## src/rtl/status_pkg.sv

```systemverilog
// Shared types for the status grid arbiter.
// Status entry layout, reset value and FSM state encoding.
package status_pkg;

  typedef struct packed {
    logic a;
    logic b;
  } status_t;

  localparam status_t RESET_STATUS = '{a: 1'b1, b: 1'b0};

  typedef enum logic {
    RUN   = 1'b0,
    CLEAR = 1'b1
  } state_e;

endpackage

```

## src/rtl/rr_arbiter.sv

```systemverilog
// Combinational round-robin arbiter.
// Scans req starting at ptr and picks the first valid entry.
module rr_arbiter #(
  parameter int N  = 4,
  parameter int IW = (N > 1) ? $clog2(N) : 1
) (
  input  logic [N-1:0]  req,
  input  logic [IW-1:0] ptr,
  output logic [N-1:0]  gnt,
  output logic [IW-1:0] idx,
  output logic          any
);

  logic [IW:0] j;

  // Rotating priority scan from ptr, wrapping modulo N.
  always_comb begin
    gnt = '0;
    idx = '0;
    any = 1'b0;
    j   = '0;
    for (int k = 0; k < N; k++) begin
      j = {1'b0, ptr} + (IW+1)'(k);
      if (j >= (IW+1)'(N)) begin
        j = j - (IW+1)'(N);
      end
      if (!any && req[j[IW-1:0]]) begin
        any = 1'b1;
        idx = j[IW-1:0];
      end
    end
    if (any) begin
      gnt[idx] = 1'b1;
    end
  end

endmodule

```

## src/rtl/status_grid_arbiter.sv

```systemverilog
// Registered status grid with one shared write port.
// Round-robin requester arbitration plus a sequenced grid clear.
module status_grid_arbiter
  import status_pkg::*;
#(
  parameter int NUM_GROUPS = 2,
  parameter int NUM_LANES  = 2,
  localparam int N  = NUM_GROUPS * NUM_LANES,
  localparam int IW = (N > 1) ? $clog2(N) : 1
) (
  input  logic                                 clk,
  input  logic                                 rst,
  input  logic [NUM_GROUPS-1:0][NUM_LANES-1:0] req_valid,
  input  status_t [NUM_GROUPS-1:0][NUM_LANES-1:0] req_status,
  output logic [NUM_GROUPS-1:0][NUM_LANES-1:0] req_ready,
  input  logic                                 clr_req,
  output logic                                 busy,
  output logic                                 clr_done,
  output status_t [NUM_GROUPS-1:0][NUM_LANES-1:0] status_out,
  output logic                                 upd_valid,
  output logic [IW-1:0]                        upd_idx
);

  state_e          state_q, state_d;
  logic [IW-1:0]   ptr_q, ptr_d;
  logic [IW-1:0]   cidx_q, cidx_d;
  logic            clr_done_q, clr_done_d;
  logic            upd_valid_q, upd_valid_d;
  logic [IW-1:0]   upd_idx_q, upd_idx_d;
  status_t [N-1:0] grid_q;

  logic [N-1:0]    req_flat;
  status_t [N-1:0] stat_flat;
  logic [N-1:0]    gnt_flat;
  logic [N-1:0]    rdy_flat;
  logic [IW-1:0]   win;
  logic            any;
  logic            grant_en;

  for (genvar g = 0; g < NUM_GROUPS; g++) begin : g_grp
    for (genvar l = 0; l < NUM_LANES; l++) begin : g_lane
      localparam int I = g * NUM_LANES + l;
      assign req_flat[I]     = req_valid[g][l];
      assign stat_flat[I]    = req_status[g][l];
      assign req_ready[g][l] = rdy_flat[I];
      assign status_out[g][l] = grid_q[I];
    end
  end

  rr_arbiter #(
    .N  (N),
    .IW (IW)
  ) u_rr (
    .req (req_flat),
    .ptr (ptr_q),
    .gnt (gnt_flat),
    .idx (win),
    .any (any)
  );

  assign rdy_flat  = gnt_flat & {N{grant_en}};
  assign busy      = (state_q == CLEAR);
  assign clr_done  = clr_done_q;
  assign upd_valid = upd_valid_q;
  assign upd_idx   = upd_idx_q;

  // Next-state logic: arbitration in RUN, index walk in CLEAR.
  always_comb begin
    state_d     = state_q;
    ptr_d       = ptr_q;
    cidx_d      = cidx_q;
    clr_done_d  = 1'b0;
    upd_valid_d = 1'b0;
    upd_idx_d   = upd_idx_q;
    grant_en    = 1'b0;
    unique case (state_q)
      RUN: begin
        if (clr_req) begin
          state_d = CLEAR;
          cidx_d  = '0;
        end else if (any) begin
          grant_en    = 1'b1;
          ptr_d       = (win == IW'(N-1)) ? '0 : win + 1'b1;
          upd_valid_d = 1'b1;
          upd_idx_d   = win;
        end
      end
      CLEAR: begin
        if (cidx_q == IW'(N-1)) begin
          state_d    = RUN;
          cidx_d     = '0;
          ptr_d      = '0;
          clr_done_d = 1'b1;
        end else begin
          cidx_d = cidx_q + 1'b1;
        end
      end
      default: state_d = RUN;
    endcase
  end

  // Control state registers.
  always_ff @(posedge clk or posedge rst) begin
    if (rst) begin
      state_q     <= RUN;
      ptr_q       <= '0;
      cidx_q      <= '0;
      clr_done_q  <= 1'b0;
      upd_valid_q <= 1'b0;
      upd_idx_q   <= '0;
    end else begin
      state_q     <= state_d;
      ptr_q       <= ptr_d;
      cidx_q      <= cidx_d;
      clr_done_q  <= clr_done_d;
      upd_valid_q <= upd_valid_d;
      upd_idx_q   <= upd_idx_d;
    end
  end

  // Grid storage: winner write in RUN, reset-value write in CLEAR.
  always_ff @(posedge clk or posedge rst) begin
    if (rst) begin
      for (int i = 0; i < N; i++) begin
        grid_q[i] <= RESET_STATUS;
      end
    end else if (state_q == CLEAR) begin
      grid_q[cidx_q] <= RESET_STATUS;
    end else if (grant_en) begin
      grid_q[win] <= stat_flat[win];
    end
  end

endmodule

```

## config.mk

```make
export PLATFORM = sky130hd
export DESIGN_NAME = status_grid_arbiter
export DESIGN_NICKNAME = d
export VERILOG_FILES = /design/src/rtl/status_pkg.sv /design/src/rtl/rr_arbiter.sv /design/src/rtl/status_grid_arbiter.sv
export SDC_FILE = /design/constraint.sdc
export NUM_CORES = 1
export LEC_CHECK = 0
export BUFFER_PORTS_ARGS = -buffer_cell sky130_fd_sc_hd__buf_2
export CORE_AREA = 4 4 54 56
export CTS_BUF_LIST = sky130_fd_sc_hd__clkbuf_16
export CTS_CLUSTER_SIZE = 10
export DETAILED_ROUTE_END_ITERATION = 8
export DIE_AREA = 0 0 58 60
export GPL_TIMING_DRIVEN = 1
export HOLD_SLACK_MARGIN = 0.1
export PLACE_DENSITY = 0.65
export SLEW_MARGIN = 20
export SYNTH_ARGS = -nofsm -noshare
export SYNTH_HDL_FRONTEND = slang
export SYNTH_SLANG_ARGS = --single-unit
```

## constraint.sdc

```tcl
create_clock -name clk -period 2.5 [get_ports clk]
set_input_delay 0.25 -clock clk [delete_from_list [all_inputs] [get_ports clk]]
set_output_delay 0.25 -clock clk [all_outputs]
set_load 0.03 [all_outputs]
```

; Yosys cells after proc, flatten, opt, wreduce, memory -nomap -nowiden
; Index checks and enable logic that the tools add are counted.
[totals]
out_inout_bits = 17
ramBits = 0
word_cells = 106
input_bits = 15
register_bits = 17
latchBits = 0
memories = 0
romBits = 0
[op_classes]
n_mux = 48
order_cmp = 12
bitwise_logic = 6
div_mod_pow = 0
n_shift = 0
n_mul = 0
reduce_logical = 11
eq_ne = 6
addsub = 9
[ops]
columns = cell, n
row1 = 2-to-1 mux 2 bit, 17
row2 = less-than comparator 2 x 3 -> 1 bit (second input constant), 6
row3 = 2-to-1 mux 1 bit, 16
row4 = 2-to-1 mux 8 bit, 2
row5 = greater-or-equal comparator 3 bit (second input constant), 3
row6 = AND 4 bit, 2
row7 = binary-select mux 1 bit (select 2 bit), 4
row8 = bitwise mux 8 bit, 1
row9 = demux 2 bit (select 2 bit), 2
row10 = case mux 2 bit (2 select lines), 2
row11 = subtractor 2 x 1 -> 2 bit (second input constant), 4
row12 = adder 2 x 2 -> 3 bit (second input constant), 2
row13 = inequality test 2 bit (second input constant), 3
row14 = AND reduction 3 bit, 2
row15 = logical AND 1 bit, 5
row16 = adder 2 x 1 -> 2 bit (second input constant), 2
row17 = binary-select mux 2 bit (select 2 bit), 1
row18 = == test 2 bit (second input constant), 2
row19 = greater-or-equal comparator 2 x 1 -> 1 bit (second input constant), 2
row20 = 2-to-1 mux 4 bit, 1
row21 = inverter 4 bit, 1
row22 = bitwise OR 4 bit, 1
row23 = adder 2 x 1 -> 3 bit (second input constant), 1
row24 = greater-or-equal comparator 2 x 3 -> 1 bit (second input constant), 1
row25 = 6 further kinds, 9

; Longest topological paths before layout
[logic_depth]
ltp_word = 21
depth_mapped = 9
mapped_depth_nobuf = 9

; Modules after synthesis
; Synthesis repeated with hierarchy kept, for this count alone.
[unflattened]
hier_cells = 105
hier_area_um2 = 1158.6
[by_module_without_submodules]
columns = mod, cells_per_inst, seq_area_each_um2, area_each_um2, instances
row1 = status_grid_arbiter, 72, 430.4, 947.2, 1
row2 = rr_arbiter, 33, 0.0, 211.5, 1

; Least setup slack after synthesis
; Ideal clock, no wire load.
[synth_path]
path_kind = reg2reg
from = register ptr_q[1]
to = register grid_q (netlist bit status_out[2])
path_buffers = 0
arrival_ns = 1.811
slack_ns = 0.561
synth_period_minus_slack_ns = 1.939
t_required_ns = 2.372
stages_incl_launch_ff = 9
setup_ns = 0.128
path_cell_list = dfrtp_1 mux2_4 o221ai_4 inv_1 ha_1 nand2_1 inv_1 nand3_1 o211ai_2
[synth_between]
elab_chain_cells = 21
word_cells_on_any_way = 51
cone_classes = add/sub: 7 / order compare: 6 / mux: 30 / reduce/logical: 8
[synth_rtl]
columns = item, line_no
row1 = "start, declared", status_grid_arbiter.sv:25  ; logic [IW-1:0] ptr_q, ptr_d;
row2 = "start signal, assigned", status_grid_arbiter.sv:113  ; ptr_q <= ptr_d;
row3 = branches (longest 13 deep; another with adder 2 x 1 -> 3 bit), -
row4 = 2-to-1 mux 2 bit (*), rr_arbiter.sv:27  ; if (!any && req[j[IW-1:0]]) begin
row5 = via u_rr.idx[0], rr_arbiter.sv:10  ; output logic [IW-1:0] idx,
row6 = less-than comparator 2 x 3 -> 1 bit (not written as such) or greater-or-equal comparator 2 x 1 -> 1 bit (tied branches), status_grid_arbiter.sv:130  ; grid_q[win] <= stat_flat[win];
row7 = logical AND 1 bit (not written as such), status_grid_arbiter.sv:130
row8 = 2-to-1 mux 2 bit (not written as such), status_grid_arbiter.sv:130
row9 = demux 2 bit (select 2 bit), status_grid_arbiter.sv:130
row10 = bitwise mux 8 bit (*), status_grid_arbiter.sv:130
row11 = 2-to-1 mux 8 bit (*), status_grid_arbiter.sv:129  ; end else if (grant_en) begin
row12 = 2-to-1 mux 8 bit (*), status_grid_arbiter.sv:127  ; end else if (state_q == CLEAR) begin
row13 = "end signal, assigned by index", status_grid_arbiter.sv:130
row14 = "end, declared", status_grid_arbiter.sv:30  ; status_t [N-1:0] grid_q;
; Mark *: on every way through the listed nets, which the timed path passes. The select of a mux whose other input is x is not followed.
; A chain may end at the register's enable or synchronous reset.

==> impl_summary.txt <==
----------------------------------------------------
[GRT]
  Aggregate global-route resource usage ... 0.155
  Overall overflow remaining after global route ... 0
  Wire length of the first global-routing pass ... around 4 mm
  Via count of the first global-routing pass ... roughly 900
  Maximum number of pins on one net before global-route repair ... 18
  Antenna violations before repair ... 0

[Job]
  Max Cap Viol ... 0

[Power and ir drop]
  Largest vdd supply drop ... 0.615 mV
  Part of the total power dissipated in the clock network ... 0.197
  Pwr Total ... 1.60 mW
  Static Leak ... around 0.70 nW
  Sequential power share ... 0.318
  Sw Ratio ... 0.433
  Gate power share ... 0.485
  Cell area power density ... between 1000 and 1500 nW/um2
  Internal Pwr Total ... 0.909 mW
  Switching power total ... around 0.69 mW

[STA]
  Max-slew headroom at the worst pin ... 0.562
  Slew @ Worst Pin ... 0.657 ns
  Hold Violations, Final ... 0
  Shortest clock period the worst path allows after layout ... 2.31 ns
  Final setup skew ... ~0.0027 ns
  Setup repair after global routing missed its margin ... false
  Period Utilization, post-route ... 0.924
  Final setup TNS ... 0 ns
  Fmax ... 433 MHz
  Finish-stage setup viols ... 0
  Final count of pins violating max slew ... 0

[Critical path]
  Critical path class ... flop to output pin
  Cells traversed along the worst timing path ... mux2_4, o221ai_4, inv_1, ha_1, nand2_1, inv_1, buf_2
  Type of element capturing the critical path ... output pin
  Most prevalent standard cell on the critical path ... sky130_fd_sc_hd__inv_1
  Kind of start point of the critical path ... flop
  Data required time of the worst path ... 2.25 ns
  Crit-path max FO ... 7
  Worst path buffer plus inverter count ... 3
  Crit-path max cell delay ... 0.44 ns
  Slowest cell on crit path ... sky130_fd_sc_hd__dfrtp_2
  CP delay by family, top ... flip-flops
  Arr. time, crit path ... 2.06 ns

[Synthesis]
  Share of synthesized area occupied by flip-flops and latches ... 0.403
  Post-synth cell types ... 28
  Cell area after synthesis ... 1070 um2
  Syn Area/Cell ... 10.2 um2
  Number of register bits inferred by synthesis ... 17
  Yosys warnings ... 0
  Cells after Synth ... 105
  Number of nets produced by synthesis ... 128

[Placement]
  Placer congestion estimate ... 0.809
  # port buffers ... 31
  Area after detailed placement ... 1260 um2
  DP HPWL ... roughly 1.9 mm

[Clock network]
  Number of sinks driven by the clock tree ... 17
  Hold-fix buffers, CTS ... 0
  Clock network latency to the later pin of the worst-skew pair ... about 0.25 ns
  Root Driver ... sky130_fd_sc_hd__clkbuf_16
  TritonCTS clock tree ... built
  Post-CTS setup buffer count ... 0
  Clock input transition at the sequential cells of the worst setup and hold paths ... roughly 0.05 ns
  Clock Path Buffers ... 2
  Number of CTS-inserted buffers ... 3
  Total number of H-tree levels ... 1

[Routing]
  Count of routing violations after the opening detailed-route iteration ... 25
  Via count ... between 800 and 900
  Final Routed Wirelength ... 2.43 mm
  Per-cell routed wire length ... about 14 um
  Count of nets left with antenna violations after detail routing ... 0
  Top sig layer ... met4
  Met3 WL post-DR ... 109 um
  Detail Route met2 WL ... 1.23 mm
  Met1 layer wirelength in the final routing ... 1.06 mm
  TritonRoute pass-1 iters ... 4
  Number of remaining DRC errors ... 0
  Routed vias/inst ... approximately 5.3

[Floorplanning]
  IO Pins ... 32
  Vert. Die Dim ... 60 um
  Core Box Area ... 2430 um2
  Die Outline Area ... between 3000 and 4000 um2
  Die outline width ... 58 um
  Number of cell rows ... 18
  Initial core utilization ... 0.439

[Finish]
  Fraction of layout instances using a drive strength above 1 ... 0.403
  Most frequent cells in the layout ... sky130_fd_sc_hd__buf_2 (31), sky130_fd_sc_hd__nand2_1 (14), sky130_fd_sc_hd__nand3_1 (13)
  Leading cell type in the layout, fill and taps excluded ... sky130_fd_sc_hd__buf_2
  Synth-to-Final Area Change ... 25.7%
  Number of nets in the finished design ... 163
  Total inserted antenna cells ... 0
  Multi-input gate area ... a little under 600 um2
  FF+latch area ... about 430 um2
  Final std cell area, no fill ... 1340 um2
  Core occupancy in the finished layout ... 0.551
  FILL cells ... between 200 and 250

[Outcome]
  Outcome ... complete, no violations

[Worst hold path]
  Worst min-delay path category ... input pin to async pin

----------------------------------------------------
==> timing repair <==
item | 4_1_cts | 5_1_grt
hold endpoints to repair | 0 | 0
setup endpoints to repair | 0 | 1
resized for setup | 0 | 1
==> synth_stat cells <==
| master | count | share of area |
|---|---|---|
| sky130_fd_sc_hd__nor2b_1 | 1 | 0.0059 |
| sky130_fd_sc_hd__nor2_1 | 5 | 0.018 |
| sky130_fd_sc_hd__ha_1 | 8 | 0.094 |
| sky130_fd_sc_hd__dfstp_2 | 4 | 0.098 |
| sky130_fd_sc_hd__nor4_2 | 1 | 0.012 |
| sky130_fd_sc_hd__clkbuf_1 | 2 | 0.0070 |
| sky130_fd_sc_hd__inv_2 | 2 | 0.0070 |
| sky130_fd_sc_hd__nand2b_1 | 1 | 0.0059 |
| sky130_fd_sc_hd__inv_1 | 10 | 0.035 |
| sky130_fd_sc_hd__dfrtp_1 | 13 | 0.30 |
| sky130_fd_sc_hd__nand2_1 | 14 | 0.049 |
| sky130_fd_sc_hd__o221ai_4 | 1 | 0.025 |
| sky130_fd_sc_hd__or3b_1 | 1 | 0.0082 |
| sky130_fd_sc_hd__nand3b_1 | 3 | 0.021 |
| sky130_fd_sc_hd__o21ai_0 | 2 | 0.0094 |
| sky130_fd_sc_hd__o211ai_2 | 4 | 0.047 |
| sky130_fd_sc_hd__mux2i_1 | 3 | 0.028 |
| sky130_fd_sc_hd__nor3_4 | 1 | 0.015 |
| sky130_fd_sc_hd__a21oi_1 | 2 | 0.0094 |
| sky130_fd_sc_hd__nand3_1 | 13 | 0.061 |
| sky130_fd_sc_hd__nand2_4 | 1 | 0.011 |
| sky130_fd_sc_hd__a21boi_1 | 1 | 0.0070 |
| sky130_fd_sc_hd__mux2_4 | 2 | 0.028 |
| sky130_fd_sc_hd__o211a_1 | 3 | 0.028 |
| sky130_fd_sc_hd__a311oi_1 | 1 | 0.0082 |
| sky130_fd_sc_hd__o311a_1 | 1 | 0.0094 |
| sky130_fd_sc_hd__mux2_2 | 3 | 0.032 |
| sky130_fd_sc_hd__a22o_1 | 2 | 0.016 |
==> power by group through the flow <==
stage,clock (mW),sequential (mW),combinational [mW]
4_1_cts,0.319,0.507,0.786
2_1_floorplan,0,0.649,0.431
6_report,0.316,0.510,0.778
3_5_place_dp,0,0.511,0.782
5_1_grt,0.332,0.530,0.858
3_3_place_gp,0,0.501,0.769
==> metrics by stage <==
step	instances	setup WS, ns	hold WS, ns
2_1_floorplan	105	0.561	0.173
3_3_place_gp	165	0.500	0.364
3_5_place_dp	165	0.462	0.367
4_1_cts	169	0.191	0.109
5_1_grt	169	0.0370	0.135
6_report	169	0.191	0.0879
==> layout make-up <==
cell class	count	area share
clock buffer	3	0.0560
inverter	12	0.0336
tap	30	0.0280
multi-input combinational	74	0.436
timing repair buffer	32	0.121
sequential	17	0.322
clock inverter	1	0.00373
==> path summary, 6_finish.rpt <==
check	from	end	slack, ns	depth (start not counted)
max	ptr_q[1]	req_ready[1]	0.19	7
min	rst	cidx_q[1]	0.09	2
max reg2reg	ptr_q[1]	status_out[7]	0.56	7
min reg2reg	upd_idx[0]	upd_idx[0]	0.50	1
max in group asynchronous	rst	ptr_q[1]	1.95	2
min in group clk	clr_req	upd_valid	0.27	2
==> cells by family (layout without fill, tap and decap cells) <==
group	after synthesis	in the layout	synth area share
simple gates	41	41	0.206
mux	8	8	0.0879
flops	17	17	0.403
fa+ha+maj	8	8	0.0938
compound gates	17	17	0.159
buf+inv	14	48	0.0492
==> registers in the layout, indices dropped and copies added (netlist names) <==
| name | cells |
|---|---|
| clr_done | 1 |
| status_out | 8 |
| ptr_q | 2 |
| cidx_q | 2 |
| upd_valid | 1 |
| busy | 1 |
| upd_idx | 2 |
==> layer usage <==
metal,track usage,up-vias
met5,0,-
met4,0.0497,0
met3,0.0281,5
met2,0.269,22
met1,0.195,435
li1,-,437
Power figures use the tool's default switching activity.
